$ cat config.mk
export PLATFORM = sky130hd
export DESIGN_NAME = stream_merger_p
export DESIGN_NICKNAME = d
export VERILOG_FILES = /design/src/rtl/stream_merger_p.sv
export SDC_FILE = /design/constraint.sdc
export NUM_CORES = 1
export LEC_CHECK = 0
export CORE_ASPECT_RATIO = 1.25
export CORE_MARGIN = 3
export CORE_UTILIZATION = 41
export CTS_BUF_LIST = sky130_fd_sc_hd__clkbuf_16
export DETAILED_ROUTE_END_ITERATION = 8
export GPL_ROUTABILITY_DRIVEN = 0
export PLACE_DENSITY = 0.68
export SYNTH_ARGS = -nofsm -noshare
export SYNTH_HDL_FRONTEND = slang
export SYNTH_SLANG_ARGS = --single-unit
export TNS_END_PERCENT = 5
$ cat constraint.sdc
create_clock -name i_clk -period 6.19 [get_ports i_clk]
set_input_delay 1.238 -clock i_clk [delete_from_list [all_inputs] [get_ports i_clk]]
set_output_delay 1.238 -clock i_clk [all_outputs]
set_load 0.01 [all_outputs]
$ cat src/rtl/stream_merger_p.sv
// stream_merger_p: two-way merge of sorted, terminator-delimited runs.
// Each channel lands in a small circular FWFT buffer. The output register
// takes one decision per cycle, and only when both buffer heads are present.

// Circular input buffer with combinational head read. The pointers carry
// an extra wrap bit so that full and empty stay distinct across wrap.
module stream_merger_p_buf #(
    parameter int W     = 32,
    parameter int DEPTH = 4
) (
    input  logic         i_clk,
    input  logic         i_rst,
    input  logic         i_push,
    input  logic [W-1:0] i_data,
    input  logic         i_pop,
    output logic [W-1:0] o_head,
    output logic         o_empty,
    output logic         o_full
);
    localparam int AW = $clog2(DEPTH);
    localparam logic [AW:0] ONE = 1;

    logic [W-1:0] r_mem [DEPTH];
    logic [AW:0]  r_wp;
    logic [AW:0]  r_rp;

    assign o_empty = (r_wp == r_rp);
    assign o_full  = (r_wp[AW] != r_rp[AW]) && (r_wp[AW-1:0] == r_rp[AW-1:0]);
    assign o_head  = r_mem[r_rp[AW-1:0]];

    // Pointer update; a push into a full buffer is legal only alongside a pop
    always_ff @(posedge i_clk or posedge i_rst) begin
        if (i_rst) begin
            r_wp <= '0;
            r_rp <= '0;
        end else begin
            if (i_push) r_wp <= r_wp + ONE;
            if (i_pop)  r_rp <= r_rp + ONE;
        end
    end

    // Storage; the head was already read this cycle, so overwrite-on-pop is safe
    always_ff @(posedge i_clk) begin
        if (i_push) r_mem[r_wp[AW-1:0]] <= i_data;
    end
endmodule

module stream_merger_p #(
    parameter int           W       = 32,
    parameter int           DEPTH   = 4,
    parameter bit           DESCEND = 1'b0,
    parameter logic [W-1:0] TERM    = '0
) (
    input  logic         i_clk,
    input  logic         i_rst,
    input  logic [W-1:0] i_fifo_1,
    input  logic         i_fifo_1_empty,
    output logic         o_fifo_1_read,
    input  logic [W-1:0] i_fifo_2,
    input  logic         i_fifo_2_empty,
    output logic         o_fifo_2_read,
    input  logic         i_fifo_out_ready,
    output logic         o_out_fifo_write,
    output logic [W-1:0] o_data,
    output logic [15:0]  o_run_count,
    output logic         o_busy
);
    logic [W-1:0] w_a_head, w_b_head;
    logic         w_a_empty, w_b_empty, w_a_full, w_b_full;
    logic         w_adv, w_pop_a, w_pop_b, w_run_done;
    logic [W-1:0] w_nxt;
    logic [W-1:0] r_or;
    logic         r_ov;
    logic [15:0]  r_run_count;

    // Fetch whenever there is room, or room appears through this cycle's pop
    assign o_fifo_1_read = ~i_rst & ~i_fifo_1_empty & (~w_a_full | w_pop_a);
    assign o_fifo_2_read = ~i_rst & ~i_fifo_2_empty & (~w_b_full | w_pop_b);

    stream_merger_p_buf #(.W(W), .DEPTH(DEPTH)) u_buf_a (
        .i_clk(i_clk), .i_rst(i_rst), .i_push(o_fifo_1_read), .i_data(i_fifo_1),
        .i_pop(w_pop_a), .o_head(w_a_head), .o_empty(w_a_empty), .o_full(w_a_full)
    );

    stream_merger_p_buf #(.W(W), .DEPTH(DEPTH)) u_buf_b (
        .i_clk(i_clk), .i_rst(i_rst), .i_push(o_fifo_2_read), .i_data(i_fifo_2),
        .i_pop(w_pop_b), .o_head(w_b_head), .o_empty(w_b_empty), .o_full(w_b_full)
    );

    // Merge decision: a lone terminator waits for its partner; ties favour A
    always_comb begin
        w_adv      = ~w_a_empty & ~w_b_empty & (~r_ov | i_fifo_out_ready);
        w_pop_a    = 1'b0;
        w_pop_b    = 1'b0;
        w_run_done = 1'b0;
        w_nxt      = w_a_head;
        if (w_adv) begin
            if ((w_a_head == TERM) && (w_b_head == TERM)) begin
                w_pop_a    = 1'b1;
                w_pop_b    = 1'b1;
                w_run_done = 1'b1;
                w_nxt      = TERM;
            end else if (w_a_head == TERM) begin
                w_pop_b = 1'b1;
                w_nxt   = w_b_head;
            end else if (w_b_head == TERM) begin
                w_pop_a = 1'b1;
            end else if (DESCEND ? (w_a_head >= w_b_head) : (w_a_head <= w_b_head)) begin
                w_pop_a = 1'b1;
            end else begin
                w_pop_b = 1'b1;
                w_nxt   = w_b_head;
            end
        end
    end

    // Output register; holds its word until downstream takes it
    always_ff @(posedge i_clk or posedge i_rst) begin
        if (i_rst) begin
            r_or        <= '0;
            r_ov        <= 1'b0;
            r_run_count <= '0;
        end else begin
            if (w_adv) begin
                r_or <= w_nxt;
                r_ov <= 1'b1;
            end else if (i_fifo_out_ready) begin
                r_ov <= 1'b0;
            end
            if (w_run_done) r_run_count <= r_run_count + 16'd1;
        end
    end

    assign o_data           = r_or;
    assign o_out_fifo_write = r_ov & i_fifo_out_ready;
    assign o_run_count      = r_run_count;
    assign o_busy           = ~w_a_empty | ~w_b_empty | r_ov;
endmodule

# == Yosys cells after proc, flatten, opt, wreduce, memory -nomap -nowiden ==
# Memory sizes are Yosys's and may differ from the RTL's.
# Cells that the tools add are included.
# totals
regBits,61
ramBits,256
output_inout_bits,52
n_memories,2
# op_classes
add_sub_neg,5
n_lt_le_gt_ge,1
eq_ne,6
n_mux,22
bitwise_logic,20
reduce_logical,6
# mem_list
memory,depth,width,read_ports,rd_ports_with_merged_regs,write_ports,line,source
u_buf_a.r_mem,4,32,1,0,1,23,logic [W-1:0] r_mem [DEPTH];
u_buf_b.r_mem,4,32,1,0,1,23,
# op_table
cell,count
32-bit two-way mux,4
32-bit logical NOT,2
32-bit <= comparator,1
1-bit two-way mux,18
16-bit by 1-bit adder with 16-bit output (second input constant),1
3-bit by 1-bit adder with 3-bit output (second input constant),4
1-bit NOT,8
1-bit bitwise AND,7
3-bit == test,2
1-bit bitwise OR,5
2-bit == test,2
1-bit logical AND,3
1-bit inequality test,2
2-bit nonzero test,1

# == Longest topological paths before layout ==
# An unclocked memory read counts as a cell.
# logic_depth
depth_word,11
ltp_mapped,14
ltp_nobuf,10

# == Modules after synthesis ==
# A second synthesis with hierarchy kept.
# hier_totals
hier_cells,788
hier_area_um2,13356.6
# modules_own_cells
mod,instances,cells_each,area_per_inst_um2,seq_area_each_um2
stream_merger_p_buf,2,199,5017.3,3993.8
stream_merger_p,1,390,3321.9,1226.2

# == Worst setup path after synthesis ==
# OpenSTA, ideal clock, no wires.
# synth_path
kind,register -> register
from,register u_buf_a.r_rp[0]
to,memory u_buf_b.r_mem[0][0] (enable)
setup_time_ps,432
arrival_time_ps,4564
slack_ps,1194
stages_incl_launch_ff,13
period_less_slack_ps,4996
path_cell_list,dfrtp_1 -> buf_2 -> buf_2 -> mux4_2 -> ha_1 -> nand4_1 -> nor4_1 -> nand2b_1 -> a31oi_1 -> o21a_1 -> buf_2 -> o21ai_4 -> a21oi_1
# synth_via
elab_chain_len,11
elab_cells_between_ends,17
classes_between,order compare (1); eq/ne (1); mux (7); bitwise (5); reduce/logical (2); memory (1)
# synth_rtl
element,line,source
start: declaration,25,logic [AW:0] r_rp;
start signal: assignment,38,if (i_pop) r_rp <= r_rp + ONE;
memory 4 x 32 bit,n/a,
32-bit <= comparator,108,end else if (DESCEND ? (w_a_head >= w_b_head) : (w_a_head <= w_b_head)) begin
1-bit two-way mux,108,
1-bit two-way mux,106,end else if (w_b_head == TERM) begin
1-bit two-way mux,103,end else if (w_a_head == TERM) begin
1-bit two-way mux,98,if ((w_a_head == TERM) && (w_b_head == TERM)) begin
1-bit two-way mux (*),97,if (w_adv) begin
1-bit bitwise OR (*),78,assign o_fifo_2_read = ~i_rst & ~i_fifo_2_empty & (~w_b_full | w_pop_b);
1-bit bitwise AND (*),78,
1-bit two-way mux (*),44,if (i_push) r_mem[r_wp[AW-1:0]] <= i_data;
1-bit two-way mux (not written as such) (*),44,
end: declaration,23,
# Every way passes the cells marked *; elsewhere a longest branch is shown, timed or not.

# == Final worst setup path ==
# layout_path
from,register u_buf_a.r_rp[0]
to,output port o_fifo_2_read
# layout_via
elab_chain_len,9
elab_cells_between_ends,15
classes_between,order compare (1); eq/ne (1); mux (5); bitwise (5); reduce/logical (2); memory (1)
# layout_rtl
element,line,source
memory 4 x 32 bit,n/a,
32-bit <= comparator,108,
1-bit two-way mux,108,
1-bit two-way mux,106,
1-bit two-way mux,103,
1-bit two-way mux,98,
1-bit two-way mux (*),97,
1-bit bitwise OR (*),78,
1-bit bitwise AND (*),78,
end: declaration,61,"output logic o_fifo_2_read,"
# Marked as above.

==> flow_summary.toml <==
[run_status]
status = "finished, final reports clean"

[sta]
max_freq_ghz = 0.171
worstMarginPinSlew_ns = 0.976
hold_viol_final = 0
fin_tns_setup_ns = 0
min_period_ns = 5.85
rsz0062_at_grt = "false"
skew_ns = 0.0282
slew_headroom_pct = 34.9
fin_crit_sh_pct = 94.5
setup_violations = 0
drv_slew = 0

[die]
chipWidth_um = 168
ioPinCount = 121
dieHeight_um = 209
core_mm2 = 0.0321
fp-row-count = 73
dieArea_mm2 = 0.0350
start_util_pct = 42.0

[global_routing]
grt_max_degree = 74
grt_use_met3_pct = 2.93
grt-ovfl-total = 0
met1_usage_pct = 23.3
use_met2_pct = 30.4
grt_usage_pct = 17.9
grt_pass1_wl_um = 48200
grt-busiest-layer = "met2"
grt_antenna_before_repair = 0
grt_pass1_vias = 7939

[drt]
totalWireLength_um = 31300
drcViolationCount = 0
vias = 7735
first_pass_iters = 5
viasPerCell = 5.58
antenna_left = 0
drt_iter0_drc = 690
wl_per_cell_um = 22.6

[synth]
synth_cell_types = 54
synth-main-ff-cell = "edfxtp_1"
ys_seq_area_share_pct = 68.5
avgSynthCellArea_um2 = 16.5
synth_cells = 815
yosys.area.top_type = "edfxtp_1"
synth_seq_cells = 317
async_flop_share_pct = 19.2
netlist_area_mm2 = 0.0135
synth.area.top_cells = "edfxtp_1, dfrtp_1, mux4_2"
synth_top_cell_area_share_pct = 57.2
ys_warn_count = 0
syn_nets = 927
synth-edff-count = 256

[worst_setup_path]
startpoint_type = "flop"
worstPathRequired_ns = 4.95
crit_arrival_ns = 4.61
critPathMaxFanout = 26
cp-end-kind = "output pin"
setup.worst_path.class = "flop to output pin"

[final_layout]
drive_gt1_share_pct = 15.0
final_util_pct = 50.3
final_cell_mix = "edfxtp_1, clkdlybuf4s50_1, mux4_2"
nFillCells = 2645
final_nets = 1061
areaGrowthSynthToFinish_pct = 20.0
ff_latch_area_mm2 = 0.00922
antennaDiodeCount = 0
multiInputGateArea_mm2 = 0.00394
layout_commonest_cell = "edfxtp_1"

[placed_design]
hpwl_um = 22000
port_buffers = 120

[clock_tree]
numCtsBuffers = 31
postCtsSetupRepairBufs = 0
clock_path_buffers = 3
htree_levels = 1
cts.root.buffer_cell = "clkbuf_16"
path_clk_slew_ns = 0.06
cts_tree = "done"
clkLatencyLatePin_ns = 0.59
clock-sinks = 317

[power]
powerDensity_mw_per_mm2 = 509
ir_drop_v = 0.000274
leakage_nw = 5.74

[job]
cap_violations = 0

[hold_path]
hold_class = "flop to flop"
[final timing paths]
| check | start | to | slack, ns | cells past startpoint |
|---|---|---|---|---|
| hold / removal | o_run_count[15]$_DFFE_PP0P_ | o_run_count[15]$_DFFE_PP0P_ | 0.46 | 1 |
| hold reg to reg | o_run_count[15]$_DFFE_PP0P_ | o_run_count[15]$_DFFE_PP0P_ | 0.46 | 1 |
| min in group asynchronous | i_rst | r_ov$_DFFE_PP0P_ | 1.18 | 2 |
| setup / recovery | u_buf_a.r_rp[0]$_DFFE_PP0P_ | o_fifo_2_read | 0.34 | 11 |
| setup reg to reg | u_buf_a.r_rp[0]$_DFFE_PP0P_ | u_buf_b.r_mem[2][4]$_DFFE_PP_ | 1.56 | 11 |
| max in group asynchronous | i_rst | u_buf_a.r_rp[0]$_DFFE_PP0P_ | 4.07 | 3 |
[routing by layer]
layer | wire, um | share of wire (%)
met1 | 12400 | 39
met2 | 15900 | 51
met3 | 1870 | 6.0
met4 | 1150 | 3.7
met5 | 0 | 0
[flip-flops by register name, summed over array words and instances (netlist names)]
register,count
o_data,32
o_run_count,16
r_ov,1
u_buf_a.r_mem,128
u_buf_a.r_rp,3
u_buf_a.r_wp,3
u_buf_b.r_mem,128
u_buf_b.r_rp,3
u_buf_b.r_wp,3
[critical path, cell delays in order (launching register included)]
cell and delay [ns]:
dfrtp_2 0.58, buf_12 0.28, mux4_2 0.60, ha_1 0.37, nand4_1 0.20, nor4_2 0.39
nand2b_1 0.10, a31oi_1 0.38, o21a_1 0.24, o21ai_4 0.13, a21oi_1 0.19, clkdlybuf4s50_1 0.57
[cell usage after synthesis, types with 4 or more instances]
| master | n |
|---|---|
| nor3_1 | 22 |
| and3_1 | 4 |
| a221o_1 | 14 |
| nand3_1 | 14 |
| o21ai_0 | 24 |
| nand2_1 | 61 |
| buf_6 | 4 |
| clkbuf_1 | 20 |
| ha_1 | 43 |
| buf_4 | 6 |
| nand4_1 | 14 |
| a32oi_1 | 19 |
| mux4_2 | 64 |
| a21oi_1 | 21 |
| dfrtp_1 | 61 |
| xnor2_1 | 18 |
| buf_2 | 6 |
| nor2_1 | 28 |
| nor4_1 | 20 |
| inv_1 | 39 |
| edfxtp_1 | 256 |
| xor2_1 | 9 |
[stage by stage]
stage                     hold WS (ns)  cell area (um^2)  power [mW]  worst slack [ns]  cells
after detailed placement         0.466             15200        6.52             0.851   1328
after global placement           0.462             15200        6.46             0.950   1328
after global routing             0.485             16100        8.70            0.0607   1386
final                            0.465             16100        8.21             0.342   1386
after CTS                        0.474             16100        8.26             0.232   1386
after floorplan                  0.462             13500        5.28              1.19    815
[logic make-up after synthesis]
| group | count (synthesis) | share of synthesized area [%] |
|---|---|---|
| buffers and inverters | 78 | 2.62 |
| DFF | 317 | 68.5 |
| and+or+nand+nor | 181 | 6.69 |
| xor gates and xnor gates | 27 | 1.76 |
| muxes | 67 | 11.0 |
| adders and majority gates | 43 | 4.00 |
| AOI/OAI and AO/OA | 102 | 5.46 |
[power breakdown]
| group | internal (mW) | switching, mW |
|---|---|---|
| clock | 0.949 | 0.780 |
| combinational | 1.43 | 2.10 |
| sequential | 2.72 | 0.223 |
| total | 5.11 | 3.11 |
[layout make-up]
type / count / share of cell area (%)
sequential: 317 / 57.1
multi-input combinational: 420 / 24.4
timing repair buffer: 140 / 8.61
clock buffer: 31 / 4.81
tap: 412 / 3.19
clock inverter: 27 / 0.985
inverter: 39 / 0.907
[what timing repair did]
action,in CTS,in global routing
setup endpoints to repair,0,2
hold buffers,0,0
resized for setup,0,1
Power figures use the tool's default switching activity.
==> edit, RTL diff (same flow settings) <==
Change the parameter `DESCEND` from 1'b0 to 1'b1.
--- a/src/rtl/stream_merger_p.sv
+++ b/src/rtl/stream_merger_p.sv
@@ -50,3 +50,3 @@
     parameter int           DEPTH   = 4,
-    parameter bit           DESCEND = 1'b0,
+    parameter bit           DESCEND = 1'b1,
     parameter logic [W-1:0] TERM    = '0
Function: changed (Yosys sat finds a counterexample within 4 cycles, from zero or initial values and one cycle with i_rst high).
==> edit against the unedited design <==
  * Sequential power about the same
  * Die area down 2.1%
  * Clock skew is 16 ps lower
  * Setup slack got worse by 66 ps
  * Area after synthesis shrank 2.1%
  * Non-clock buffer count increased by 6
  * Total power is 3.6% lower
  * Register-to-register slack better by 130 ps
  * Synthesized cell count decreased by 7.2%
  * Wire length fell by 3.9%
  * Maximum frequency decreased by 1.1%
  * Combinational power fell by 7.6%
  * Sequential cell count stayed put
  * Design area decreased by 1.9%
  * Largest cell class unchanged
  * Largest power group unchanged
  * Highest routed layer unchanged
==> edit: results (changes against the unedited design) <==
metric;value;unit;change
outcome;completed;;
grt_util_met3;2.54;%;-0.38 points
placed_area;14900;um^2;-1.9%
critPathSlowestCell;clkdlybuf4s50_1;;
m1WireLength;12400;um;+0.11%
synth_xor_area_share;1.86;%;+0.10 points
fill_cells;2548;;-3.7%
synth_mux_area_share;11.3;%;+0.32 points
vias;7281;;-5.9%
reg2reg_to;u_buf_b.r_mem[1][20];;
grt_first_pass_wirelength;45600;um;-5.4%
gr-usage-met2;30.3;%;-0.10 points
synth-adder-area-share;4.09;%;+0.087 points
yosysWarnings;0;;unchanged
synth_common_cells;edfxtp_1, mux4_2, dfrtp_1, nor2_1, ha_1;;
wl_per_cell;22.6;um;about the same
tightest_slew;814;ps;-162 ps
p_leak;5.67;nW;-1.2%
clk_latency;550;ps;-40 ps
hold_viol;0;;unchanged
skew;12.2;ps;-16.0 ps
grt_max_degree;62;;-16%
multiInputGateArea;3630;um^2;-7.7%
r2r_cells;13;;+2
grt_pass1_vias;7598;;-4.3%
synth_top_cells_by_area;edfxtp_1, dfrtp_1, mux4_2;;
cp.arrival;4680;ps;+70 ps
grtUsageMet1;22.3;%;-1.0 points
numCtsBuffers;30;;-3.2%
pre_cts_ws;669;ps;-182 ps
worst_hold_path.num_cells;1;;unchanged
max_freq;169;MHz;-1.1%
cp_max_fo;8;;-69%
cpPeakStageDelay;630;ps;+30 ps
critPathLaunch;u_buf_b.r_rp[0];;
synth-compound-area-share;4.30;%;-1.2 points
track_usage;17.4;%;-0.50 points
dr_wl_met3;1400;um;-25%
num_antenna_cells;0;;unchanged
drive_gt1_share;16.0;%;+1.0 points
r2r_slack;1690;ps;+130 ps
ys_types;48;;-11%
drt-initial-drc-count;655;;-5.1%
peakVddDrop;269;uV;-2.0%
layout.nets;1014;;-4.4%
first_pass_iters;5;;unchanged
syn_nets;868;;-6.4%
htreeDepth;1;;unchanged
yosysSeqAreaShare;70.0;%;+1.5 points
met2_wirelength;15100;um;-5.0%
hpwl;20800;um;-5.6%
holdWs;484;ps;+19.0 ps
p_int;5.06;mW;-0.92%
## edit: metrics by stage
stage / power (mW) / std cells
2_1_floorplan: 5.07 / 756
3_3_place_gp: 6.20 / 1277
3_5_place_dp: 6.25 / 1277
4_1_cts: 7.96 / 1332
5_1_grt: 8.37 / 1332
6_report: 7.92 / 1332
## edit: area by class of cell
type	instances	area share, %
sequential	317	58.2
timing repair buffer	146	8.90
inverter	41	0.972
clock buffer	31	4.90
multi-input combinational	366	22.9
clock inverter	24	0.877
tap	407	3.22
## edit: power by group through the flow
| stage | logic [mW] | clock network [mW] | registers [mW] |
|---|---|---|---|
| 6_report | 3.27 | 1.70 | 2.95 |
| 5_1_grt | 3.57 | 1.83 | 2.98 |
| 4_1_cts | 3.27 | 1.74 | 2.95 |
| 3_5_place_dp | 3.25 | 0 | 2.99 |
| 3_3_place_gp | 3.22 | 0 | 2.98 |
| 2_1_floorplan | 2.15 | 0 | 2.92 |
